==> src/rtl/regfile_pkg.sv <==
// Shared types and default sizing for the multi-port register file.
package regfile_pkg;

    localparam int unsigned DEF_DATA_W = 16;
    localparam int unsigned DEF_ADDR_W = 4;
    localparam int unsigned DEF_NUM_RD = 2;

    typedef enum logic {
        IDLE  = 1'b0,
        SWEEP = 1'b1
    } sweep_state_t;

endpackage

==> src/rtl/regfile_sweep_ctrl.sv <==
// Zero-sweep sequencer: walks indices 1..NUM_REGS-1, one register per cycle,
// pulsing clr_done on the final index.
module regfile_sweep_ctrl
    import regfile_pkg::*;
#(
    parameter int unsigned ADDR_W = DEF_ADDR_W
) (
    input  logic              clk,
    input  logic              rst,
    input  logic              clr_req,
    output logic              clr_busy,
    output logic              clr_done,
    output logic [ADDR_W-1:0] sweep_idx
);

    sweep_state_t      state, state_nxt;
    logic [ADDR_W-1:0] cnt, cnt_nxt;

    always_ff @(posedge clk) begin
        if (rst) begin
            state <= IDLE;
            cnt   <= '0;
        end else begin
            state <= state_nxt;
            cnt   <= cnt_nxt;
        end
    end

    // Register 0 is hard-wired to zero, so the sweep starts at index 1.
    always_comb begin
        state_nxt = state;
        cnt_nxt   = cnt;
        case (state)
            IDLE: begin
                if (clr_req) begin
                    state_nxt = SWEEP;
                    cnt_nxt   = ADDR_W'(1);
                end
            end
            SWEEP: begin
                cnt_nxt = cnt + ADDR_W'(1);
                if (cnt == '1) begin
                    state_nxt = IDLE;
                    cnt_nxt   = '0;
                end
            end
        endcase
    end

    always_comb begin
        clr_busy  = (state == SWEEP);
        clr_done  = (state == SWEEP) && (cnt == '1);
        sweep_idx = cnt;
    end

endmodule

==> src/rtl/regfile_mp.sv <==
// Multi-read-port register file with byte-lane writes and a zero sweep.
// Define REGFILE_MP_BYPASS_EN to forward same-cycle write data to the read ports.
module regfile_mp
    import regfile_pkg::*;
#(
    parameter int unsigned DATA_W = DEF_DATA_W,
    parameter int unsigned ADDR_W = DEF_ADDR_W,
    parameter int unsigned NUM_RD = DEF_NUM_RD
) (
    input  logic                     clk,
    input  logic                     rst,
    input  logic [NUM_RD*ADDR_W-1:0] rd_addr,
    output logic [NUM_RD*DATA_W-1:0] rd_data,
    input  logic                     we,
    input  logic [ADDR_W-1:0]        waddr,
    input  logic [DATA_W-1:0]        wdata,
    input  logic [DATA_W/8-1:0]      wbe,
    output logic                     wr_ok,
    input  logic                     clr_req,
    output logic                     clr_busy,
    output logic                     clr_done
);

    localparam int unsigned NUM_REGS = 2 ** ADDR_W;
    localparam int unsigned LANES    = DATA_W / 8;

`ifdef REGFILE_MP_BYPASS_EN
    localparam bit BYPASS = 1'b1;
`else
    localparam bit BYPASS = 1'b0;
`endif

    logic [DATA_W-1:0] regs [NUM_REGS];
    logic [ADDR_W-1:0] sweep_idx;
    logic [ADDR_W-1:0] ra;
    logic [DATA_W-1:0] rv;

    function automatic logic [DATA_W-1:0] merge_lanes(
        input logic [DATA_W-1:0] cur,
        input logic [DATA_W-1:0] upd,
        input logic [LANES-1:0]  be
    );
        logic [DATA_W-1:0] res;
        res = cur;
        for (int unsigned b = 0; b < LANES; b++) begin
            if (be[b]) res[b*8 +: 8] = upd[b*8 +: 8];
        end
        return res;
    endfunction

    regfile_sweep_ctrl #(
        .ADDR_W (ADDR_W)
    ) u_sweep (
        .clk       (clk),
        .rst       (rst),
        .clr_req   (clr_req),
        .clr_busy  (clr_busy),
        .clr_done  (clr_done),
        .sweep_idx (sweep_idx)
    );

    always_comb begin
        wr_ok = we & ~clr_busy & ~clr_req & (waddr != '0) & (|wbe);
    end

    always_ff @(posedge clk) begin
        if (rst) begin
            for (int unsigned i = 0; i < NUM_REGS; i++) begin
                regs[ADDR_W'(i)] <= '0;
            end
        end else if (clr_busy) begin
            regs[sweep_idx] <= '0;
        end else if (wr_ok) begin
            regs[waddr] <= merge_lanes(regs[waddr], wdata, wbe);
        end
    end

    // Address 0 is forced to zero after the bypass merge so r0 never leaks data.
    always_comb begin
        rd_data = '0;
        ra      = '0;
        rv      = '0;
        for (int unsigned k = 0; k < NUM_RD; k++) begin
            ra = rd_addr[k*ADDR_W +: ADDR_W];
            rv = regs[ra];
            if (BYPASS && wr_ok && (ra == waddr)) rv = merge_lanes(rv, wdata, wbe);
            if (ra == '0) rv = '0;
            rd_data[k*DATA_W +: DATA_W] = rv;
        end
    end

endmodule
==> config.mk <==
export PLATFORM = sky130hd
export DESIGN_NAME = regfile_mp
export DESIGN_NICKNAME = d
export VERILOG_FILES = /design/src/rtl/regfile_pkg.sv /design/src/rtl/regfile_sweep_ctrl.sv /design/src/rtl/regfile_mp.sv
export SDC_FILE = /design/constraint.sdc
export NUM_CORES = 1
export LEC_CHECK = 0
export CAP_MARGIN = 40
export CORE_UTILIZATION = 45
export CTS_BUF_LIST = sky130_fd_sc_hd__clkbuf_4 sky130_fd_sc_hd__clkbuf_8
export DETAILED_ROUTE_END_ITERATION = 8
export GPL_ROUTABILITY_DRIVEN = 0
export SKIP_CTS_REPAIR_TIMING = 1
export SLEW_MARGIN = 25
export SYNTH_ARGS = -nofsm -noshare
export SYNTH_HDL_FRONTEND = slang
export SYNTH_SLANG_ARGS = --single-unit
export TNS_END_PERCENT = 50
==> constraint.sdc <==
create_clock -name clk -period 3.9 [get_ports clk]
set_clock_uncertainty 0.2 [all_clocks]
set_input_delay 0.585 -clock clk [delete_from_list [all_inputs] [get_ports clk]]
set_output_delay 0.585 -clock clk [all_outputs]
set_load 0.1 [all_outputs]
# Yosys cells after proc, flatten, opt, wreduce, memory -nomap -nowiden
# Memories as Yosys holds them, arrays and structs flattened.
# Cells that the tools add are included.
[classes]
add_sub_neg = 1
eq_ne = 4
n_mux = 31
bitwise = 6
reduce_logical = 9
[op_table]
columns = ["operator", "count"]
rows = [
  ["two-way mux 16 bit", 4],
  ["two-way mux 8 bit", 8],
  ["OR reduction 16 bit", 2],
  ["two-way mux 4 bit", 4],
  ["two-way mux 1 bit", 12],
  ["zero test 4 bit", 2],
  ["inequality test 4 bit, second input constant", 2],
  ["case mux 4 bit (2 select lines)", 1],
  ["adder 4 x 1 -> 4 bit, second input constant", 1],
  ["bitwise AND 1 bit", 4],
  ["equality test 4 bit, second input constant", 1],
  ["AND reduction 2 bit", 2],
  ["nonzero test 4 bit", 1],
  ["two-way mux 2 bit", 1],
  ["inequality test 2 bit, second input constant", 1],
  ["NOT 1 bit", 2],
  ["case mux 1 bit (2 select lines)", 1],
  ["OR reduction 2 bit", 1],
  ["logical AND 1 bit", 1],
]
[totals]
ff_bits = 5
mem_bits_rw = 256
in_bits = 34
out_inout_bits = 35
word_cells = 54
n_memories = 1
[memory_table]
columns = ["memory", "words", "width", "read_ports", "rd_clocked_by_memory_dff", "write_ports", "line_no", "source"]
rows = [
  ["regs", 16, 16, 2, 0, 16, "regfile_mp.sv:33", "logic [DATA_W-1:0] regs [NUM_REGS];"],
]

# Logic depth before layout (Yosys ltp)
# Gate-level depths: netlist of the first run.
[logic_depth]
ltp_word = 12
depth_mapped = 7
mapped_depth_nobuf = 4

# Modules after synthesis
# Synthesis of the first run repeated with hierarchy kept, for this count alone.
[unflattened]
hier_cells = 1029
hier_area_um2 = 14507.7
[by_module_without_submodules]
columns = ["mod", "n_inst", "cells_each", "area_per_inst_um2", "seq_area_each_um2"]
rows = [
  ["regfile_mp", 1, 1002, 14246.2, 7687.4],
  ["regfile_sweep_ctrl", 1, 27, 261.5, 100.1],
]

# Least setup slack after synthesis of the first run
# Ideal clock, no wire load.
[synth_timing]
path_type = "input to output"
from = "input rd_addr[4]"
to = "output rd_data[31]"
t_arrival_ns = 4.774
t_required_ns = 3.115
slack_ns = -1.659
stages = 4
path_buffers = 2
cell_sequence = "buf_2 > buf_1 > a221oi_1 > o311ai_0"
[synth_via]
elab_chain_len = 2
elab_cells_between_ends = 3
classes_between = "1 x mux; 1 x reduce/logical; 1 x memory"
[synth_lines]
columns = ["item", "line_no", "source"]
rows = [
  ["start, declared", "regfile_mp.sv:12", "input logic [NUM_RD*ADDR_W-1:0] rd_addr,"],
  ["memory read (16 x 16 bit) / zero test 4 bit (equally long branches)", "-", ""],
  ["two-way mux 16 bit (*)", "regfile_mp.sv:87", "if (ra == '0) rv = '0;"],
  ["end, declared", "regfile_mp.sv:13", "output logic [NUM_RD*DATA_W-1:0] rd_data,"],
]
# Every way passes the cells marked *; elsewhere a longest branch is shown, timed or not.

# Worst setup path in the final report of the first run
[layout_timing]
from = "input rd_addr[3]"
to = "output rd_data[15]"
# Same word-level chain as after synthesis.

==> results of run 1 <==
-- path summary, 6_finish.rpt --
| check | to | slack (ns) | depth (start not counted) |
|---|---|---|---|
| worst min register to register | u_sweep.sweep_idx[1] | 0.41 | 2 |
| worst max-delay path | rd_data[15] | 0.40 | 4 |
| worst max register to register | regs[6][5] | 1.04 | 4 |
| worst min-delay path | u_sweep.sweep_idx[1] | 0.41 | 2 |
-- worst min-delay path, delay by kind of cell, from the launching register on --
family / cells / cell delay (ns)
AND/OR/NAND/NOR: 1 / 0.04
flip-flops: 1 / 0.37
AO/OA/AOI/OAI: 1 / 0.15
-- kinds of logic (layout without fill, tap and decap cells) --
kind of cell,count (synthesis),count (layout),synth area share [%]
compound gates,110,110,6.46
flops,245,245,55.3
fa+ha+maj,1,1,0.0946
mux,138,138,19.9
simple gates,447,447,15.3
buf+inv,92,219,2.92
-- routing by layer --
layer	part of all wire, %	GRT usage [%]	up-vias	wire, µm
met2	44	39.7	557	17900
met1	43	41.8	4840	17300
met4	2.1	6.97	0	835
met5	0	0	-	0
li1	-	-	4183	-
met3	11	6.10	70	4610
-- cell type report --
type,instances,area (µm²),area share (%)
Multi-Input combinational cell,696,5590,35.3
Sequential cell,245,7310,46.1
Clock inverter,12,87.6,0.553
Timing Repair Buffer,142,1630,10.3
Clock buffer,58,711,4.49
Tap cell,384,480,3.03
Inverter,7,26.3,0.166
-- registers in the layout, indices dropped and copies added, names as in the netlist --
signal,count
regs,240
u_sweep.sweep_idx,4
u_sweep.clr_busy,1
-- power groups by stage --
stage               combinational [mW]  sequential (mW)  clock, mW
finish                            1.27             3.07       2.26
global route                      1.31             3.08       2.40
global placement                  1.25             3.11          0
CTS                               1.26             3.07       2.29
detailed placement                1.26             3.12          0
floorplan                        0.775             3.10          0
-- stage by stage --
step / setup TNS (ns) / setup WS [ns]
final: 0 / 0.400
after global routing: 0 / 0.323
after CTS: 0 / 0.432
after detailed placement: 0 / 0.354
after global placement: 0 / 0.339
after floorplan: -5.46 / -0.658
-- synth_stat cells (all sizes together), types with 17 or more instances --
| library cell | number |
|---|---|
| clkbuf | 56 |
| nand2 | 66 |
| a221oi | 36 |
| nor2 | 258 |
| edfxtp | 240 |
| mux4 | 96 |
| buf | 29 |
| o21ai | 17 |
| mux2 | 35 |
| nor3 | 38 |
| and3 | 34 |
| nor2b | 21 |
==> metrics, run 1 <==
clock network power share between 30% and 40%; final worst-path cycle share 89.7%; Final Power 6.60 mW; boundary pin count between 60 and 70; # rows 62; Worst Setup End Kind primary output; Gate Count Post-Synth 1033; largest net degree at the start of global routing 45; max_cap viols 0; DIE AREA ~30000 µm²; placed insts 1473; number of iterations in the first detailed-routing pass 5; Worst setup startpoint rd_addr[3]; DR WL/cell ~26 µm; Cell Area, Placed 15000 µm²; final setup fails 0; Largest stage delay, worst path about 0.8 ns; drt total wl 40700 µm; commonest non-fill, non-tap cell in the layout nor2_1; CTS root buf clkbuf_8; total core area between 20000 and 30000 µm²; port buffer count 68; Final Cell Area 15800 µm²; initial antenna violation count 0; Lkg Pwr 5.49 nW; vias in the first global route about 9400; post-layout min period 3.50 ns; sw power about 1.9 mW; Slew HR around two fifths; Seq/Total Area, Yosys 55.3%; Antenna Cells 0; GR Overflow Total 0; outcome finished, final reports clean; most frequent cells in the layout nor2_1 (248), edfxtp_1 (240), mux4_2 (96), buf_4 (69), nand2_1 (66); Syn Std Cell Area about 13000 µm²; wire length of the first global-routing pass 60900 µm; share of cells above drive strength 1 29.3%; Worst Path Arrival 2.71 ns; Netlist cell types between 50 and 60; DRC Markers 0; die extent in y 173 µm; Hold Crit Start u_sweep.clr_busy; CP delay by family, top buffers and inverters; Vias 9650; Fin. Hold Viols 0; Syn Nets 1068; Max clock buf depth 3; Post-synth EDFFs 240; hold_ws 0.408 ns; Comb power frac 19.2%; Max rail drop VDD between 200 and 250 µV; post-DP HPWL between 20000 and 30000 µm; Required @ worst endpoint approximately 3.1 ns; Mean Syn Cell Area 12.8 µm²; Hold Crit Class reg -> reg; Final #Nets 1169; H-tree levels 2; crit path buf inv count 2; Worst-Skew Late Latency 0.54 ns; FF+latch count, synth 245; Starting DRT DRC Count ~1300; Initial Util 45.9%; unrepaired setup endpoints after global routing no; gr usage total roughly 27%; Async SR Flop Fraction 0%; dominant synthesized flop cell edfxtp_1; sequential share of power 46.5%; Int Pwr between 4 and 5 mW; dominant cells by area after synthesis edfxtp_1 (55%), mux4_2 (16%), nor2_1 (7.0%), mux2_2 (2.8%), a221oi_1 (2.3%); Setup Crit Path Kind in -> out; CP max FO 16; post-synth top area share a little over half; worst-margin pin slew 0.917 ns; PwrDens 417 nW/µm²; TritonCTS clock tree built; sw frac 28.4%; Die Wd 173 µm; area growth from synthesis to layout 19.8%; critical-path cell list clkdlybuf4s50_1 -> and2_1 -> a221o_1 -> buf_12; fillers approximately 2400; number of routed nets with antenna violations 0; CTS sink count 245; Num CTS Buffers 42; final slew viol count 0; Final Non-Filler Cells approximately 1500; YS warnings 0; Critical Path Start Type input pin; area leader, netlist edfxtp_1; clock-pin slew on the worst setup and hold paths 0.06 ns; Max Fclk ~290 MHz; slowest stage cell, crit path and2_1; worst reg2reg path startpoint u_sweep.clr_busy; DR vias/cell 6.25; Final Util a little under three fifths
Note: power is estimated with default switching activity, not from simulation.
==> run 2, diff against run 1 <==
--- a/config.mk
+++ b/config.mk
@@ -5,6 +5,7 @@
 export SDC_FILE = /design/constraint.sdc
 export NUM_CORES = 1
 export LEC_CHECK = 0
+export ABC_CLOCK_PERIOD_IN_PS = 3900
 export CAP_MARGIN = 40
 export CORE_UTILIZATION = 45
 export CTS_BUF_LIST = sky130_fd_sc_hd__clkbuf_4 sky130_fd_sc_hd__clkbuf_8
==> results of run 2 <==
Same layout as run 1: the final DEF is identical, and so are final timing and power.
